**src/rtl/vape_er_cfg_ctrl.sv**
```systemverilog
// Execution-region config controller: programs ER bounds, locks them while armed/running, tracks a run.
// Optional exec-cycle counter is built when VAPE_EXEC_CNT_EN is defined.
module vape_er_cfg_ctrl #(
    parameter logic [15:0] CFG_MIN_ADDR = 16'h0140,
    parameter logic [15:0] CFG_MAX_ADDR = 16'h0142,
    parameter logic [15:0] CFG_CTL_ADDR = 16'h0144
) (
    input  logic        clk,
    input  logic        rst_n,
    input  logic [15:0] pc,
    input  logic        exec_in,
    input  logic        cpu_wr,
    input  logic [15:0] cpu_addr,
    input  logic [15:0] cpu_wdata,
    input  logic        dma_wr,
    input  logic [15:0] dma_addr,
    input  logic [15:0] dma_wdata,
    output logic [15:0] er_min,
    output logic [15:0] er_max,
    output logic        cfg_locked,
    output logic        run_done,
    output logic        dma_drop,
`ifdef VAPE_EXEC_CNT_EN
    output logic [15:0] exec_cycles,
`endif
    output logic        viol
);

    localparam logic [1:0] ST_IDLE  = 2'd0;
    localparam logic [1:0] ST_ARMED = 2'd1;
    localparam logic [1:0] ST_RUN   = 2'd2;
    localparam logic [1:0] ST_DONE  = 2'd3;

    logic [1:0] state;
    logic [1:0] state_n;

    // Write strobes are single-cycle requests with no backpressure: a write is
    // either taken on the edge where wr is high or discarded, never retried.
    logic cpu_bound, dma_bound, cpu_hit, dma_hit;
    assign cpu_bound = cpu_wr && (cpu_addr == CFG_MIN_ADDR || cpu_addr == CFG_MAX_ADDR);
    assign dma_bound = dma_wr && (dma_addr == CFG_MIN_ADDR || dma_addr == CFG_MAX_ADDR);
    assign cpu_hit   = cpu_bound || (cpu_wr && cpu_addr == CFG_CTL_ADDR);
    assign dma_hit   = dma_bound || (dma_wr && dma_addr == CFG_CTL_ADDR);

    logic        sel_valid;
    logic [15:0] sel_addr;
    logic [15:0] sel_wdata;
    assign sel_valid = cpu_hit || dma_hit;
    assign sel_addr  = cpu_hit ? cpu_addr  : dma_addr;
    assign sel_wdata = cpu_hit ? cpu_wdata : dma_wdata;

    logic ctl_wr, arm_req, clr_req;
    assign ctl_wr  = sel_valid && (sel_addr == CFG_CTL_ADDR);
    assign arm_req = ctl_wr && sel_wdata[0];
    assign clr_req = ctl_wr && sel_wdata[1];

    logic        in_idle;
    logic        min_we, max_we;
    logic        bounds_ok;
    logic        viol_set, viol_clr;
    logic        done_pulse;
    logic        start_run;
    assign in_idle   = (state == ST_IDLE);
    assign bounds_ok = (er_min < er_max);
    assign min_we    = in_idle && sel_valid && (sel_addr == CFG_MIN_ADDR);
    assign max_we    = in_idle && sel_valid && (sel_addr == CFG_MAX_ADDR);

    always_comb begin
        state_n    = state;
        viol_set   = 1'b0;
        viol_clr   = 1'b0;
        done_pulse = 1'b0;
        start_run  = 1'b0;
        case (state)
            ST_IDLE: begin
                // ARM compares the bounds as registered before this edge.
                if (arm_req) begin
                    if (bounds_ok) state_n = ST_ARMED;
                    else           viol_set = 1'b1;
                end
            end
            ST_ARMED: begin
                if (clr_req) begin
                    state_n = ST_IDLE;
                end else if (exec_in && pc == er_min) begin
                    state_n   = ST_RUN;
                    start_run = 1'b1;
                end
            end
            ST_RUN: begin
                if (clr_req) viol_set = 1'b1;
                // Losing exec always wins over reaching the end address.
                if (!exec_in) begin
                    state_n = ST_ARMED;
                end else if (pc == er_max) begin
                    state_n    = ST_DONE;
                    done_pulse = 1'b1;
                end
            end
            ST_DONE: begin
                if (clr_req) begin
                    state_n  = ST_IDLE;
                    viol_clr = 1'b1;
                end
            end
            default: state_n = ST_IDLE;
        endcase
        if (!in_idle && (cpu_bound || dma_bound)) viol_set = 1'b1;
    end

    always_ff @(posedge clk or negedge rst_n) begin
        if (!rst_n) begin
            state      <= ST_IDLE;
            er_min     <= 16'h0000;
            er_max     <= 16'h0000;
            cfg_locked <= 1'b0;
            run_done   <= 1'b0;
            dma_drop   <= 1'b0;
            viol       <= 1'b0;
        end else begin
            state      <= state_n;
            cfg_locked <= (state_n != ST_IDLE);
            run_done   <= done_pulse;
            dma_drop   <= in_idle && cpu_hit && dma_hit;
            if (min_we) er_min <= sel_wdata;
            if (max_we) er_max <= sel_wdata;
            if (viol_clr)      viol <= 1'b0;
            else if (viol_set) viol <= 1'b1;
        end
    end

`ifdef VAPE_EXEC_CNT_EN
    // Counts every cycle spent in RUN, including the cycle that completes or aborts.
    always_ff @(posedge clk or negedge rst_n) begin
        if (!rst_n) begin
            exec_cycles <= 16'h0000;
        end else if (start_run) begin
            exec_cycles <= 16'h0000;
        end else if (state == ST_RUN && exec_cycles != 16'hFFFF) begin
            exec_cycles <= exec_cycles + 16'd1;
        end
    end
`endif

endmodule
```
**config.mk**
```make
export PLATFORM = sky130hd
export DESIGN_NAME = vape_er_cfg_ctrl
export DESIGN_NICKNAME = d
export VERILOG_FILES = /design/src/rtl/vape_er_cfg_ctrl.sv
export SDC_FILE = /design/constraint.sdc
export NUM_CORES = 1
export LEC_CHECK = 0
export BUFFER_PORTS_ARGS = -buffer_cell sky130_fd_sc_hd__clkbuf_2
export CAP_MARGIN = 40
export CELL_PAD_IN_SITES_DETAIL_PLACEMENT = 1
export CELL_PAD_IN_SITES_GLOBAL_PLACEMENT = 2
export CORE_MARGIN = 10
export CORE_UTILIZATION = 27
export DETAILED_ROUTE_END_ITERATION = 8
export PLACE_DENSITY_LB_ADDON = 0.15
export SETUP_SLACK_MARGIN = 0.3
export SYNTH_ARGS = -nofsm -noshare
export SYNTH_HDL_FRONTEND = slang
export SYNTH_SLANG_ARGS = --single-unit
```
**constraint.sdc**
```tcl
create_clock -name clk -period 2.32 [get_ports clk]
set_input_delay 0.232 -clock clk [delete_from_list [all_inputs] [get_ports clk]]
set_output_delay 0.232 -clock clk [all_outputs]
set_load 0.1 [all_outputs]
```
Word-level counts from Yosys, hierarchy flattened
Cells that the tools add are included.
W data, S select, Z words.

storage, ports and cells
  bits in writable memories = 0
  word-level logic and storage cells = 67
  memory bits (read-only) = 0
  bits of input ports = 85
  bits in latches = 0
  output and inout port bits = 36
  memories kept = 0
  register bits after elaboration = 38

operators by class
  $add $sub $neg = 0
  divide/modulo/power cells = 0
  bitwise operators = 0
  equal/unequal tests = 14
  mux-type cells = 21
  multiply operators = 0
  magnitude comparators = 1
  reductions and logical operators = 24
  shift-type cells = 0

operators with widths
  cell                   number
  $eq A16 B9 Y1 const B  9
  $eq A16 B16 Y1         2
  $mux W16               2
  $lt A16 B16 Y1         1
  $logic_and A1 B1 Y1    14
  $mux W2                7
  $mux W1                10
  $pmux W2 S4            1
  $logic_or A1 B1 Y1     6
  $eq A2 B2 Y1 const B   2
  $reduce_bool A2 Y1     2
  $eq A2 B1 Y1 const B   1
  $logic_not A2 Y1       1
  $pmux W1 S2            1
  $logic_not A1 Y1       1

Logic depth before layout (Yosys ltp)
  word-level depth = 13
  mapped depth = 9
  gate-level depth less buffers = 9

Worst setup path before layout
No wires, ideal clock.

  path type = input -> register
  start point = input cpu_addr[11]
  end point = register er_max[10]
  setup time = 127 ps
  buffers on the path = 1
  arrival = 2,597 ps
  path slack = -404 ps
  required time = 2,193 ps
  stages = 8
  cells stage by stage = or4_4 or4_4 or3b_4 nand2_1 nand2_2 nor3b_4 buf_12 mux2_4

on the way
  longest elaborated chain between the ends = 7

ends and longest elaborated chain
  element                                               line    source
  from (decl)                                           13      input logic [15:0] cpu_addr,
  $eq A16 B9 Y1                                         40      assign cpu_bound = cpu_wr && (cpu_addr == CFG_MIN_ADDR || cpu_addr == CFG_MAX_ADDR);
  $logic_or A1 B1 Y1                                    40
  $logic_and A1 B1 Y1                                   40
  $logic_or A1 B1 Y1                                    42      assign cpu_hit = cpu_bound || (cpu_wr && cpu_addr == CFG_CTL_ADDR);
  $mux W16 or $logic_or A1 B1 Y1 (tied branches)        49, 48
  $eq A16 B9 Y1 or $logic_and A1 B1 Y1 (tied branches)  66      assign max_we = in_idle && sel_valid && (sel_addr == CFG_MAX_ADDR);
  $logic_and A1 B1 Y1                                   66
  to (signal assigned)                                  126     if (max_we) er_max <= sel_wdata;
  to (decl)                                             19      output logic [15:0] er_max,

Several ways; a longest one is shown, not always the timed one.
A chain may end at the register's enable or synchronous reset.

Worst setup path in the final report
  start point = input cpu_addr[11]
  end point = register er_max[2]

The elaborated chain is that of the path after synthesis.

==> flow_results.org <==
** Floorplanning
- Standard cell core area :: between 9000 and 10,000 µm²
- Overall die width :: ~120 µm
- The die covers ~15,000 µm².
- The floorplan has 36 rows.
- The initial utilization of the core area, before any placement, comes to 27.74%.
- I/O Pins :: between 100 and 150
- DIE HEIGHT :: roughly 120 µm

** GRT
- The number of antenna violations at the first check in global routing was 0.
- The via count of the first global-routing pass was 2,739.
- The total overflow left after global routing is 0.
- For this run, global-route usage on met3 was measured as approximately 4.2%.
- Maximum number of pins on one net before global-route repair :: 39
- Busiest layer in global routing :: met2
- Met2 track utilization from global routing :: 21.68%
- In the global route stage, met1 resource usage came out at 14.26%.
- Across every metal layer, demand over resource in global routing totals 12.38%.
- Wire length of the first global-routing pass :: about 14,000 µm

** Routing
- Detailed Route Iter0 Violations :: 73
- Routed Wire Length :: slightly above 9000 µm
- DRC errors left :: 0
- Post-DRT Antenna Nets :: 0
- Drt pass-1 iters :: 4
- For this block, the via count after detailed routing is ~2.5k.
- DR vias/cell :: between 4 and 5
- Drt wl/cell :: around 17 µm

** Setup path
- The worst setup path is of the primary input to flop kind.
- Nature of the critical path endpoint :: flop
- Required time of the worst setup path :: ~2.5 ns
- In this run the worst path has a maximum fanout of 16.
- Type of origin of the critical path :: primary input
- Data arrival time of the critical path :: between 2 and 3 ns

** Clock tree
- Total clock buffers created by CTS :: 5
- Root buffer cell :: clkbuf_8
- The H-tree was split into 2 levels.
- The number of hold buffers added after CTS was 0.
- Clock Sinks :: 38
- Clock transition at the registers of the reported paths :: 0.08 ns
- Number of buffers on the longest clock path :: 2
- TritonCTS built the clock tree.
- At the later pin of the worst-skew pair, clock insertion delay measures approximately 0.29 ns.

** Pwr
- Maximum resistive drop on vdd :: between 0.15 and 0.2 mV
- Summed over all cells, the static leakage comes to approximately 2.0 nW.
- Dividing total power by cell area gives a power density of between 300 and 400 nW/µm².
- Overall Power :: about 1.3 mW

** Synthesis
- Count of synthesis-stage warnings from yosys :: 0
- After synthesis the netlist holds a flip-flop and latch count of 38.
- Most instantiated library cell after synthesis :: nand2_1
- Leading area contributor after synthesis :: dfrtp_1
- Mapped Nets :: 378
- After technology mapping, the gate count stands at 278.
- Netlist area before placement :: about 2700 µm²
- Sorting the synthesized cells by area gives the leading types as dfrtp_1 35%, mux2_4 11%, nand2_1 8.3%, xor2_1 7.7%, ha_1 6.9%.
- Share of synthesized area occupied by flip-flops and latches :: a little over a third
- The share of synthesized area in the top cell type comes to between 30% and 40%.
- Of all flip-flops after synthesis, the portion carrying an async set or reset was between 90% and 100%.
- Number of enable-type register cells in the synthesized netlist :: 0
- Sorting the synthesized cells by how often they occur yields 60 x nand2_1, 38 x dfrtp_1, 24 x xor2_1.
- The most used flip-flop cell after synthesis is dfrtp_1.
- The netlist uses 42 different library cells.
- Post-synthesis area per instance :: ~9.8 µm²

** STA
- Post-route minimum period :: about 2.4 ns
- In this run the tightest slew margin relative to its limit is 61.98%.
- Transition at the pin with the smallest max-transition slack :: approximately 0.57 ns
- Clock skew on the completed layout was measured at around 0.0062 ns.
- Final cycle utilization of the critical path :: 105.6%
- Setup WS post-layout :: -0.1299 ns
- Setup violations remaining at the end of the flow were counted as 35.
- Timing would allow up to between 400 and 500 MHz.
- Across all hold checks on the routed design, the worst slack comes to -0.008753 ns.
- Final hold viol count :: 16
- Setup repair after global routing could not meet its margin everywhere.
- Final Max Slew Viols :: 0

** Run
- Max-cap violations in this run came to 0.

** Placed design
- Routability-driven placement finished with a final weighted congestion of 0.7569.
- Detailed placement HPWL :: 7924 µm
- Number of buffers added on ports :: 120

** Layout
- Number of fill cells in the layout :: 1,197
- Compared with the post-synthesis result, the final layout area differs by 38.13%.
- Combined flip-flop and latch cell area :: roughly 950 µm²
- Number of diodes :: 0
- For this run, the post-layout net count is 518.
- The post-route netlist has a little under half of its cells at a drive strength greater than 1.
- Area occupied by multi-input gates :: about 1700 µm²

** Outcome
- Status :: complete, but fails checks
- The checks that failed: hold timing, setup timing.

** Hold path
- Class of the most critical hold timing path :: primary input to asynchronous set/reset pin
-- sequential cells by signal (all words and copies together), names as in the netlist --
name / flops
state: 2
er_max: 16
cfg_locked: 1
viol: 1
dma_drop: 1
er_min: 16
run_done: 1
-- logic make-up after synthesis --
logic type | after synthesis | synth area share [%]
AND/OR/NAND/NOR | 115 | 22.14
flip-flops | 38 | 34.91
XOR/XNOR | 32 | 10.29
multiplexers | 32 | 15.99
AO/OA/AOI/OAI | 23 | 5.696
buffers and inverters | 23 | 4.088
adder cells (fa/ha/maj) | 15 | 6.890
-- worst max-delay path, stage by stage --
cell	delay (ns)
clkbuf_2	0.08
or4_4	0.52
or4_4	0.43
or3b_4	0.42
nand2_2	0.09
nand2_4	0.07
nor3b_4	0.23
buf_12	0.21
mux2_2	0.34
-- through the flow --
| step | std cells | TNS, ns | setup WS (ns) | cell area, µm² | utilization (%) |
|---|---|---|---|---|---|
| after detailed placement | 540 | -15.09 | -0.4539 | 3593 | 36.60 |
| after CTS | 550 | -3.541 | -0.1227 | 3731 | 38.00 |
| final | 552 | -3.411 | -0.1299 | 3762 | 38.32 |
| after floorplan | 278 | -10.63 | -0.3844 | 2740 | - |
| after global placement | 540 | -14.34 | -0.4263 | 3593 | 36.60 |
| after global routing | 552 | -4.959 | -0.1817 | 3762 | 38.32 |
-- placed cells by master, fill, tap and decap left out, types with 2 or more instances in the layout --
cell / count
dfrtp_2: 2
xor2_1: 24
or4_4: 2
nand4_1: 6
buf_4: 15
o21ai_0: 2
a21o_1: 3
nor2b_1: 3
clkbuf_1: 2
clkbuf_8: 5
a211oi_1: 2
xnor2_1: 8
nor3_1: 4
inv_1: 18
ha_1: 15
nand2_1: 58
nand2_2: 3
buf_12: 2
clkbuf_2: 120
nand3_1: 4
nor2_1: 8
nor4bb_1: 2
nor4_1: 10
dfrtp_1: 36
mux2_4: 21
nor3b_4: 2
a21oi_1: 9
nand2b_1: 3
mux2_2: 11
-- path summary, 6_finish.rpt --
kind / start / endpoint / slack, ns / cells past startpoint
max: cpu_addr[11] / er_max[2] / -0.13 / 9
min: rst_n / cfg_locked / -0.009 / 2
max reg2reg: er_min[13] / viol / 0.26 / 8
min reg2reg: er_min[13] / er_min[13] / 0.58 / 1
max in group asynchronous: rst_n / er_min[13] / 1.97 / 2
min in group clk: exec_in / run_done / 0.19 / 3
-- layer usage --
layer,wire (µm),part of all wire (%)
met5,0,0
met3,589,6.3
met1,4042,43
met4,85,0.91
met2,4609,49
-- where the power goes --
group          total (mW)  leakage (nW)  internal (mW)  switching (mW)
registers           0.665         0.523          0.664         0.00172
clock network       0.452        0.0385          0.213           0.239
logic               0.179          1.42         0.0861          0.0931
-- layout make-up --
class                      instances  area share (%)
tap                              133           4.423
multi-input combinational        217           45.89
inverter                          18           1.796
timing repair buffer             138           20.32
clock inverter                     1          0.1995
clock buffer                       7           2.029
sequential                        38           25.34
-- what timing repair did --
item,4_1_cts,5_1_grt
pin swaps,3,5
endpoints found under the hold margin,0,0
endpoints found under the setup margin,36,36
buffers inserted,2,2
resized for setup,6,3
(Power assumes the default switching activity.)
